File: src/rtl/qu_pkg.sv
// Shared types, sizes and helpers for the dispatch stage and its reservation-station bookkeeping.
package qu_pkg;

  localparam int NUM_FU     = 4;
  localparam int RS_DEPTH   = 4;
  localparam int PHY_REGS   = 64;
  localparam int ROB_DEPTH  = 4;
  localparam int OP_W       = 6;
  localparam int RS_ADDR_W  = $clog2(RS_DEPTH);
  localparam int PHY_W      = $clog2(PHY_REGS);
  localparam int ROB_ADDR_W = $clog2(ROB_DEPTH);
  localparam int Q_W        = ROB_ADDR_W + 1;

  typedef logic [RS_ADDR_W-1:0]  res_st_addr_t;
  typedef logic [ROB_ADDR_W-1:0] rob_addr_t;
  typedef logic [PHY_W-1:0]      phy_rf_addr_t;
  typedef logic [31:0]           phy_rf_data_t;
  typedef logic [Q_W-1:0]        q_tag_t;
  typedef logic [OP_W-1:0]       op_t;

  typedef struct packed {
    logic         busy;
    op_t          op;
    phy_rf_addr_t dest;
    phy_rf_data_t vj;
    phy_rf_data_t vk;
    q_tag_t       qj;
    q_tag_t       qk;
    phy_rf_data_t a;
    rob_addr_t    rob_addr;
  } res_st_cell_t;

  typedef struct packed {
    phy_rf_data_t v;
    q_tag_t       q;
  } operand_t;

  // A waiting operand carries its producer's ROB tag plus one so that zero can mean "ready".
  function automatic q_tag_t tag_to_q(input rob_addr_t tag);
    return q_tag_t'({1'b0, tag}) + q_tag_t'(1);
  endfunction

  // Pick an operand from the register file, a same-cycle CDB broadcast, or leave it waiting on its producer.
  function automatic operand_t select_operand(input logic busy, input phy_rf_data_t rf_data,
                                              input rob_addr_t tag, input logic cdb_valid,
                                              input rob_addr_t cdb_addr, input phy_rf_data_t cdb_value);
    operand_t op;
    op.v = rf_data;
    op.q = '0;
    if (busy) begin
      if (cdb_valid && (cdb_addr == tag)) begin
        op.v = cdb_value;
      end else begin
        op.v = '0;
        op.q = tag_to_q(tag);
      end
    end
    return op;
  endfunction

endpackage

File: src/rtl/rs_free_list.sv
// Free-entry bitmap for one reservation station; hands out the lowest free entry.
module rs_free_list
  import qu_pkg::*;
(
  input  logic                 clk,
  input  logic                 rst,
  input  logic                 flush,
  input  logic                 alloc_en,
  input  logic                 free_en,
  input  logic [RS_ADDR_W-1:0] free_addr,
  output logic                 has_free,
  output logic [RS_ADDR_W-1:0] alloc_addr
);

  logic [RS_DEPTH-1:0] free_bits;

  assign has_free = |free_bits;

  // Priority encoder: scanning downward leaves the lowest set index in alloc_addr.
  always_comb begin
    alloc_addr = '0;
    for (int i = RS_DEPTH - 1; i >= 0; i--) begin
      if (free_bits[i]) alloc_addr = RS_ADDR_W'(i);
    end
  end

  // A freed entry only becomes allocatable after the edge; a flush frees everything at once.
  always_ff @(posedge clk or posedge rst) begin
    if (rst) begin
      free_bits <= '1;
    end else if (flush) begin
      free_bits <= '1;
    end else begin
      if (alloc_en) free_bits[alloc_addr] <= 1'b0;
      if (free_en)  free_bits[free_addr]  <= 1'b1;
    end
  end

  // Releasing an entry that is already free means the back end lost track of its occupancy.
  a_no_double_free: assert property (@(posedge clk) disable iff (rst)
                                     (free_en && !flush) |-> !free_bits[free_addr]);

endmodule

File: src/rtl/res_st_dispatch.sv
// Dispatch stage: allocates ROB tag and station entry, gathers operands, writes the cell one cycle later.
module res_st_dispatch
  import qu_pkg::*;
(
  input  logic                          clk,
  input  logic                          rst,
  input  logic                          uop_valid,
  output logic                          uop_ready,
  input  logic [OP_W-1:0]               uop_op,
  input  logic [1:0]                    uop_fu,
  input  logic [PHY_W-1:0]              uop_src1,
  input  logic [PHY_W-1:0]              uop_src2,
  input  logic [PHY_W-1:0]              uop_dest,
  input  logic [31:0]                   uop_imm,
  input  logic                          uop_use_imm,
  output logic [PHY_W-1:0]              phy_rf_rd1_addr,
  input  logic [31:0]                   phy_rf_rd1_data,
  output logic [PHY_W-1:0]              phy_rf_rd2_addr,
  input  logic [31:0]                   phy_rf_rd2_data,
  output logic [PHY_W-1:0]              busy_rd1_addr,
  input  logic                          busy_rd1_data,
  output logic [PHY_W-1:0]              busy_rd2_addr,
  input  logic                          busy_rd2_data,
  output logic                          busy_table_wr_en,
  output logic [PHY_W-1:0]              busy_table_wr_addr,
  output logic                          busy_table_wr_data,
  input  logic [ROB_ADDR_W-1:0]         rob_tail_ptr,
  input  logic                          rob_full,
  output logic                          rob_incr_tail_ptr,
  input  logic [NUM_FU-1:0]             rs_free_en,
  input  logic [NUM_FU*RS_ADDR_W-1:0]   rs_free_addr,
  input  logic                          cdb_valid,
  input  logic [ROB_ADDR_W-1:0]         cdb_rob_addr,
  input  logic [31:0]                   cdb_value,
  output logic [NUM_FU-1:0]             res_st_wr_en,
  output logic [RS_ADDR_W-1:0]          res_st_wr_addr,
  output res_st_cell_t                  res_st_wr_cell,
  input  logic                          mispredicted_branch
);

  logic                  xfer;
  logic [NUM_FU-1:0]     fu_has_free;
  logic [NUM_FU-1:0]     fu_alloc;
  logic [RS_ADDR_W-1:0]  fu_alloc_addr [NUM_FU];
  rob_addr_t             tag_tbl [PHY_REGS];
  operand_t              op_j;
  operand_t              op_k;
  res_st_cell_t          new_cell;
  logic                  d2_valid;
  logic [NUM_FU-1:0]     d2_fu;
  res_st_addr_t          d2_addr;
  res_st_cell_t          d2_cell;

  assign uop_ready          = !rob_full && fu_has_free[uop_fu] && !mispredicted_branch;
  assign xfer               = uop_valid && uop_ready;
  assign rob_incr_tail_ptr  = xfer;
  assign busy_table_wr_en   = xfer;
  assign busy_table_wr_addr = uop_dest;
  assign busy_table_wr_data = 1'b1;
  assign phy_rf_rd1_addr    = uop_src1;
  assign phy_rf_rd2_addr    = uop_src2;
  assign busy_rd1_addr      = uop_src1;
  assign busy_rd2_addr      = uop_src2;

  // Only the station named by the accepted uop consumes an entry.
  always_comb begin
    fu_alloc = '0;
    if (xfer) fu_alloc[uop_fu] = 1'b1;
  end

  for (genvar i = 0; i < NUM_FU; i++) begin : g_fu
    rs_free_list u_free_list (
      .clk        (clk),
      .rst        (rst),
      .flush      (mispredicted_branch),
      .alloc_en   (fu_alloc[i]),
      .free_en    (rs_free_en[i]),
      .free_addr  (rs_free_addr[i*RS_ADDR_W +: RS_ADDR_W]),
      .has_free   (fu_has_free[i]),
      .alloc_addr (fu_alloc_addr[i])
    );
  end

  // Remember which ROB entry will produce each physical register; a flush leaves it alone.
  always_ff @(posedge clk or posedge rst) begin
    if (rst) begin
      for (int i = 0; i < PHY_REGS; i++) tag_tbl[i] <= '0;
    end else if (xfer) begin
      tag_tbl[uop_dest] <= rob_tail_ptr;
    end
  end

  // Assemble the cell for the uop being accepted; an immediate replaces the second operand outright.
  always_comb begin
    op_j = select_operand(busy_rd1_data, phy_rf_rd1_data, tag_tbl[uop_src1],
                          cdb_valid, cdb_rob_addr, cdb_value);
    op_k = select_operand(busy_rd2_data, phy_rf_rd2_data, tag_tbl[uop_src2],
                          cdb_valid, cdb_rob_addr, cdb_value);
    if (uop_use_imm) begin
      op_k.v = uop_imm;
      op_k.q = '0;
    end
    new_cell          = '0;
    new_cell.busy     = 1'b1;
    new_cell.op       = uop_op;
    new_cell.dest     = uop_dest;
    new_cell.vj       = op_j.v;
    new_cell.qj       = op_j.q;
    new_cell.vk       = op_k.v;
    new_cell.qk       = op_k.q;
    new_cell.a        = uop_imm;
    new_cell.rob_addr = rob_tail_ptr;
  end

  // D2 stage register: holds the accepted uop for exactly one cycle before the station write.
  always_ff @(posedge clk or posedge rst) begin
    if (rst) begin
      d2_valid <= 1'b0;
      d2_fu    <= '0;
      d2_addr  <= '0;
      d2_cell  <= '0;
    end else begin
      d2_valid <= xfer;
      if (xfer) begin
        d2_fu   <= fu_alloc;
        d2_addr <= fu_alloc_addr[uop_fu];
        d2_cell <= new_cell;
      end
    end
  end

  // Catch a result broadcast that lands while the cell sits in D2, so the station never misses it.
  always_comb begin
    res_st_wr_cell = d2_cell;
    if (cdb_valid && (tag_to_q(cdb_rob_addr) == d2_cell.qj)) begin
      res_st_wr_cell.vj = cdb_value;
      res_st_wr_cell.qj = '0;
    end
    if (cdb_valid && (tag_to_q(cdb_rob_addr) == d2_cell.qk)) begin
      res_st_wr_cell.vk = cdb_value;
      res_st_wr_cell.qk = '0;
    end
  end

  assign res_st_wr_en   = (d2_valid && !mispredicted_branch) ? d2_fu : '0;
  assign res_st_wr_addr = d2_addr;

endmodule

File: config.mk
export PLATFORM = sky130hd
export DESIGN_NAME = res_st_dispatch
export DESIGN_NICKNAME = d
export VERILOG_FILES = /design/src/rtl/qu_pkg.sv /design/src/rtl/rs_free_list.sv /design/src/rtl/res_st_dispatch.sv
export SDC_FILE = /design/constraint.sdc
export NUM_CORES = 1
export LEC_CHECK = 0
export ABC_AREA = 1
export BUFFER_PORTS_ARGS = -buffer_cell sky130_fd_sc_hd__buf_4
export CAP_MARGIN = 0
export CORE_MARGIN = 1
export CORE_UTILIZATION = 30
export CTS_CLUSTER_SIZE = 28
export DETAILED_ROUTE_END_ITERATION = 6
export GPL_TIMING_DRIVEN = 0
export REMOVE_ABC_BUFFERS = 1
export SYNTH_ARGS = -nofsm -noshare
export SYNTH_HDL_FRONTEND = slang
export SYNTH_SLANG_ARGS = --single-unit
File: constraint.sdc
create_clock -name clk -period 10.6 [get_ports clk]
set_input_delay 1.06 -clock clk [delete_from_list [all_inputs] [get_ports clk]]
set_output_delay 1.06 -clock clk [all_outputs]
set_load 0.005 [all_outputs]
Word level (Yosys, flattened, before mapping)
Index checks and enable logic that the tools add are counted.
W data, S select, Z words.

word-level totals
  register bits = 268
  word-level logic and storage cells = 227

operators by class
  add/subtract/negate cells = 3
  $lt $le $gt $ge = 23
  eq/ne operators = 4
  muxes and demuxes = 77
  bitwise logic cells = 16
  reduce and logical (&&, ||, !) cells = 24

operators by type and width
  operator               count
  $bwmux W128            1
  $mux W32               4
  $mux W35               3
  $mux W4                18
  $mux W2                23
  $lt A2 B3 Y1 const B   9
  $bmux W2 S6            2
  $ge A7 B7 Y1 const B   3
  $not A6 Y7             3
  $demux W1 S2           9
  $ge A2 B1 Y1 const B   9
  $logic_and A1 B1 Y1    18
  $and A4 B4 Y4          4
  $not A4 Y4             4
  $or A4 B4 Y4           4
  $reduce_or A4 Y1       4
  $demux W2 S6           1
  $mux W3                4
  $mux W1                10
  $add A2 B1 Y3 const B  3
  $lt A7 B1 Y1 const B   1
  $eq A3 B3 Y1           2
  $bmux W2 S2            1
  $eq A2 B2 Y1           2
  other kinds (4)        5

Depth between registers and ports, before layout
  depth after elaboration = 15
  gate-level depth with buffers = 17
  depth with buffers taken out = 15

Hierarchy
A second synthesis with hierarchy kept.

second synthesis, totals
  cell total of the unflattened synthesis = 2349
  area, all modules = 16281.9 µm²

modules (own cells, without submodules)
  module                                  times used  cells each  area an instance (µm²)  seq. area each (µm²)
  res_st_dispatch                         1           2215        15331.0                 6306.0
  rs_free_list (g_fu[0].u_free_list ...)  2           34          239.0                   105.1
  rs_free_list (g_fu[1].u_free_list ...)  2           33          236.5                   105.1

Worst setup path before layout
OpenSTA, ideal clock, no wires.

  path kind = input to output
  start = input uop_fu[0]
  end = output rob_incr_tail_ptr
  data arrival time = 2.346 ns
  data required time = 9.540 ns
  slack = 7.194 ns
  stages on the path = 11
  buffers on the path = 3
  path through = inv_1 > nand2_2 > nor2_2 > nand3_2 > nand2_2 > nor3_4 > nand2_8 > inv_4 > buf_2 > buf_2 > buf_4

between the ends
  cells in the longest elaborated chain, start to end = 5

ends and longest elaborated chain
  item                               line                   text
  start: declaration                 res_st_dispatch.sv:10  input logic [1:0] uop_fu,
  $bmux W1 S2                        res_st_dispatch.sv:54  assign uop_ready = !rob_full && fu_has_free[uop_fu] && !mispredicted_branch;
  $mux W1 (implied by the code)      res_st_dispatch.sv:54
  $logic_and A1 B1 Y1 (2 in series)  res_st_dispatch.sv:54
  net uop_ready                      res_st_dispatch.sv:8   output logic uop_ready,
  $logic_and A1 B1 Y1                res_st_dispatch.sv:55  assign xfer = uop_valid && uop_ready;
  end: declaration                   res_st_dispatch.sv:29  output logic rob_incr_tail_ptr,

The timed path passes the listed nets, and every way through them passes these cells. The select of a mux whose other input is x is not followed.

Worst setup path in the final report
  start = input uop_fu[0]
  end = output busy_table_wr_en

between the ends
  cells in the longest elaborated chain, start to end = 5

ends and longest elaborated chain
  item                               line                   text
  $bmux W1 S2                        res_st_dispatch.sv:54
  $mux W1 (implied by the code)      res_st_dispatch.sv:54
  $logic_and A1 B1 Y1 (2 in series)  res_st_dispatch.sv:54
  $logic_and A1 B1 Y1                res_st_dispatch.sv:55
  end: declaration                   res_st_dispatch.sv:24  output logic busy_table_wr_en,

Every way passes these cells. The select of a mux whose other input is x is not followed.

==> results.json <==
{
  "outcome": "finished with violations",
  "violations": "design-rule violations",
  "rsz0062_at_grt": "no",
  "drt_iter0_drc": 1635,
  "cts_buffer_depth": 3,
  "start_kind": "primary input",
  "core_area_sq_um": 53800,
  "syn_to_final_growth_pct": 21.8,
  "ys_seq_area_share_pct": 41.2,
  "ir_drop_mv": 0.102,
  "nFillCells": 5629,
  "syn_area_sq_um": 16300,
  "first_pass_iters": 7,
  "critPathCaptureType": "primary output",
  "setup_tns_ns": 0,
  "drive_gt1_share_pct": 18.9,
  "place_congestion": 0.868,
  "finalWorstSetupSlack_ns": 5.58,
  "via_per_inst": 5.12,
  "clock_skew_ns": 0.0249,
  "clk_pin_slew_ns": 0.05,
  "fin_crit_sh_pct": 47.4,
  "multi_input_area_sq_um": 7670,
  "fmax_mhz": 199,
  "ant_nets": 0,
  "clock_latency_ns": 0.56,
  "setup_viol": 0,
  "required_ns": 9.54,
  "cts_buffers": 37,
  "vias": 16600,
  "h-tree-depth": 2,
  "finalCriticalPeriod_ns": 5.02,
  "num_antenna_cells": 0,
  "drv_cap": 0,
  "cts_tree": "built",
  "final_util_pct": 36.9,
  "io_pins": 336,
  "ys_warn_count": 0,
  "tightest_slew_ns": 1.37,
  "power.leakage_nw": 9.93,
  "cts-resized-gates": 0,
  "grt_util_all_layers_pct": 20.5,
  "cts_post_setup_buffers_inserted": 0,
  "place_ws_ns": 5.55,
  "cp_max_fo": 197,
  "whs_ns": 0.473,
  "synthCells": 2351,
  "wl_mm": 58.3,
  "nets": 2695,
  "cts_hold_buf": 0,
  "synth-seq-cells": 268,
  "row_count": 85,
  "cts_root_buffer": "clkbuf_16",
  "detail_route.wl_per_cell_microns": 18.0,
  "clock_sinks": 268,
  "ys_types": 36,
  "dp_hpwl_mm": 37.3,
  "die-width_microns": 235,
  "antenna_found_initial": 3,
  "maxSlewHeadroom_pct": 8.15,
  "grt_pass1_vias": 15700,
  "hold_path_class": "reg -> reg",
  "final-hold-violation-count": 0,
  "path_class": "in -> out",
  "cp.arrival_ns": 3.96,
  "grt_overflow": 0,
  "drc_errors": 1,
  "drv_slew": 0,
  "grt_max_degree": 198,
  "port_buffers": 334,
  "seq_area_sq_um": 6730,
  "die_area_sq_um": 55300,
  "start_util_pct": 30.3,
  "avgSynthCellArea_sq_um": 6.94,
  "die_h_microns": 235,
  "power_density_nw_per_um2": 156,
  "grt_pass1_wl_mm": 90.1
}
==> logic make-up (layout without fill, tap and decap cells) <==
family                   Yosys count  after routing  share of synthesized area, %
flip-flops                       268            268                          41.2
XOR/XNOR                           2              2                         0.107
buffers and inverters            408            596                          11.9
AND/OR/NAND/NOR                 1273           1273                          33.6
AO/OA/AOI/OAI                    396            396                          12.9
other                              1              1                        0.0230
adder cells (fa/ha/maj)            3              3                         0.230
==> per-layer routing <==
layer  GRT usage [%]  share of wire, %  routed length, microns
met5               0             0.062                      36
met4            8.46               3.7                    2190
met2            34.5                48                   27900
met3            2.99               6.8                    3980
met1            26.2                41                   24200
==> state kept, by name, summed over array words and instances (netlist names) <==
signal	flops
d2_fu	4
d2_cell	70
tag_tbl	128
g_fu.u_free_list.free_bits	16
d2_valid	1
res_st_wr_cell	47
res_st_wr_addr	2
==> power breakdown <==
group / leakage [nW] / internal [mW] / switching [mW]
Combinational: 5.87 / 0.283 / 0.366
Clock: 0.600 / 0.762 / 0.504
Sequential: 3.46 / 1.12 / 0.0619
==> cells in the mapped netlist (all sizes together) <==
library cell,instances,area (sq um)
ha,3,37.5
dfrtp,252,6310
a21boi,32,240
o2111ai,2,17.5
or2,34,213
nor4,5,91.3
dfstp,16,420
buf,140,936
o211ai,1,7.51
nor2,26,108
a21oi,100,500
nand2,882,3340
o22ai,2,12.5
conb,1,3.75
nand3,274,1380
clkinv,1,3.75
nand4,36,225
o21ai,251,1260
nor3,16,136
inv,187,704
xor2,2,17.5
a32oi,8,70.1
clkbuf,80,300
==> cell type report <==
type / count / share of cell area (%)
multi-input combinational: 1675 / 38.6
sequential: 268 / 33.8
inverter: 188 / 3.60
timing repair buffer: 343 / 13.5
tap: 696 / 4.38
clock buffer: 49 / 5.19
clock inverter: 16 / 0.938
==> stage by stage <==
stage,cells,power [mW],cell area [sq um]
final,3235,3.10,19900
after global routing,3235,3.25,19900
after CTS,3233,3.13,19800
after detailed placement,3168,1.85,18600
after global placement,3161,1.83,18500
after floorplan,2131,1.48,15100
==> cell usage in the layout (no fill, tap or decap), types with 9 or more instances in the layout <==
master and n:
a21boi_1 30, a21oi_1 100, buf_4 334, clkbuf_16 38
clkinv_2 9, dfrtp_1 252, dfstp_2 16, inv_1 180
nand2_1 874, nand3_1 273, nand4_1 36, nor2_1 24
nor3_1 10, o21ai_0 229, o21ai_1 22, or2_2 34
==> final timing paths <==
path | from | endpoint | slack (ns) | cells past startpoint
min | res_st_wr_cell[116] | res_st_wr_cell[116] | 0.47 | 1
max | uop_fu[0] | busy_table_wr_en | 5.58 | 8
max reg2reg | g_fu[3].u_free_list.free_bits[1] | tag_tbl[40] | 6.26 | 11
min in group asynchronous | rst | res_st_wr_cell[113] | 0.53 | 2
max in group asynchronous | rst | res_st_wr_cell[17] | 8.69 | 4
min reg2reg | res_st_wr_cell[116] | res_st_wr_cell[116] | 0.47 | 1
==> critical path, stage by stage <==
cell     delay, ns
buf_4         0.12
nor2_1        0.18
nand2_1       0.12
nor3_1        0.37
nor3_4        0.12
nand2_8       0.79
inv_4         0.57
buf_4         0.33
Power figures use the tool's default switching activity.
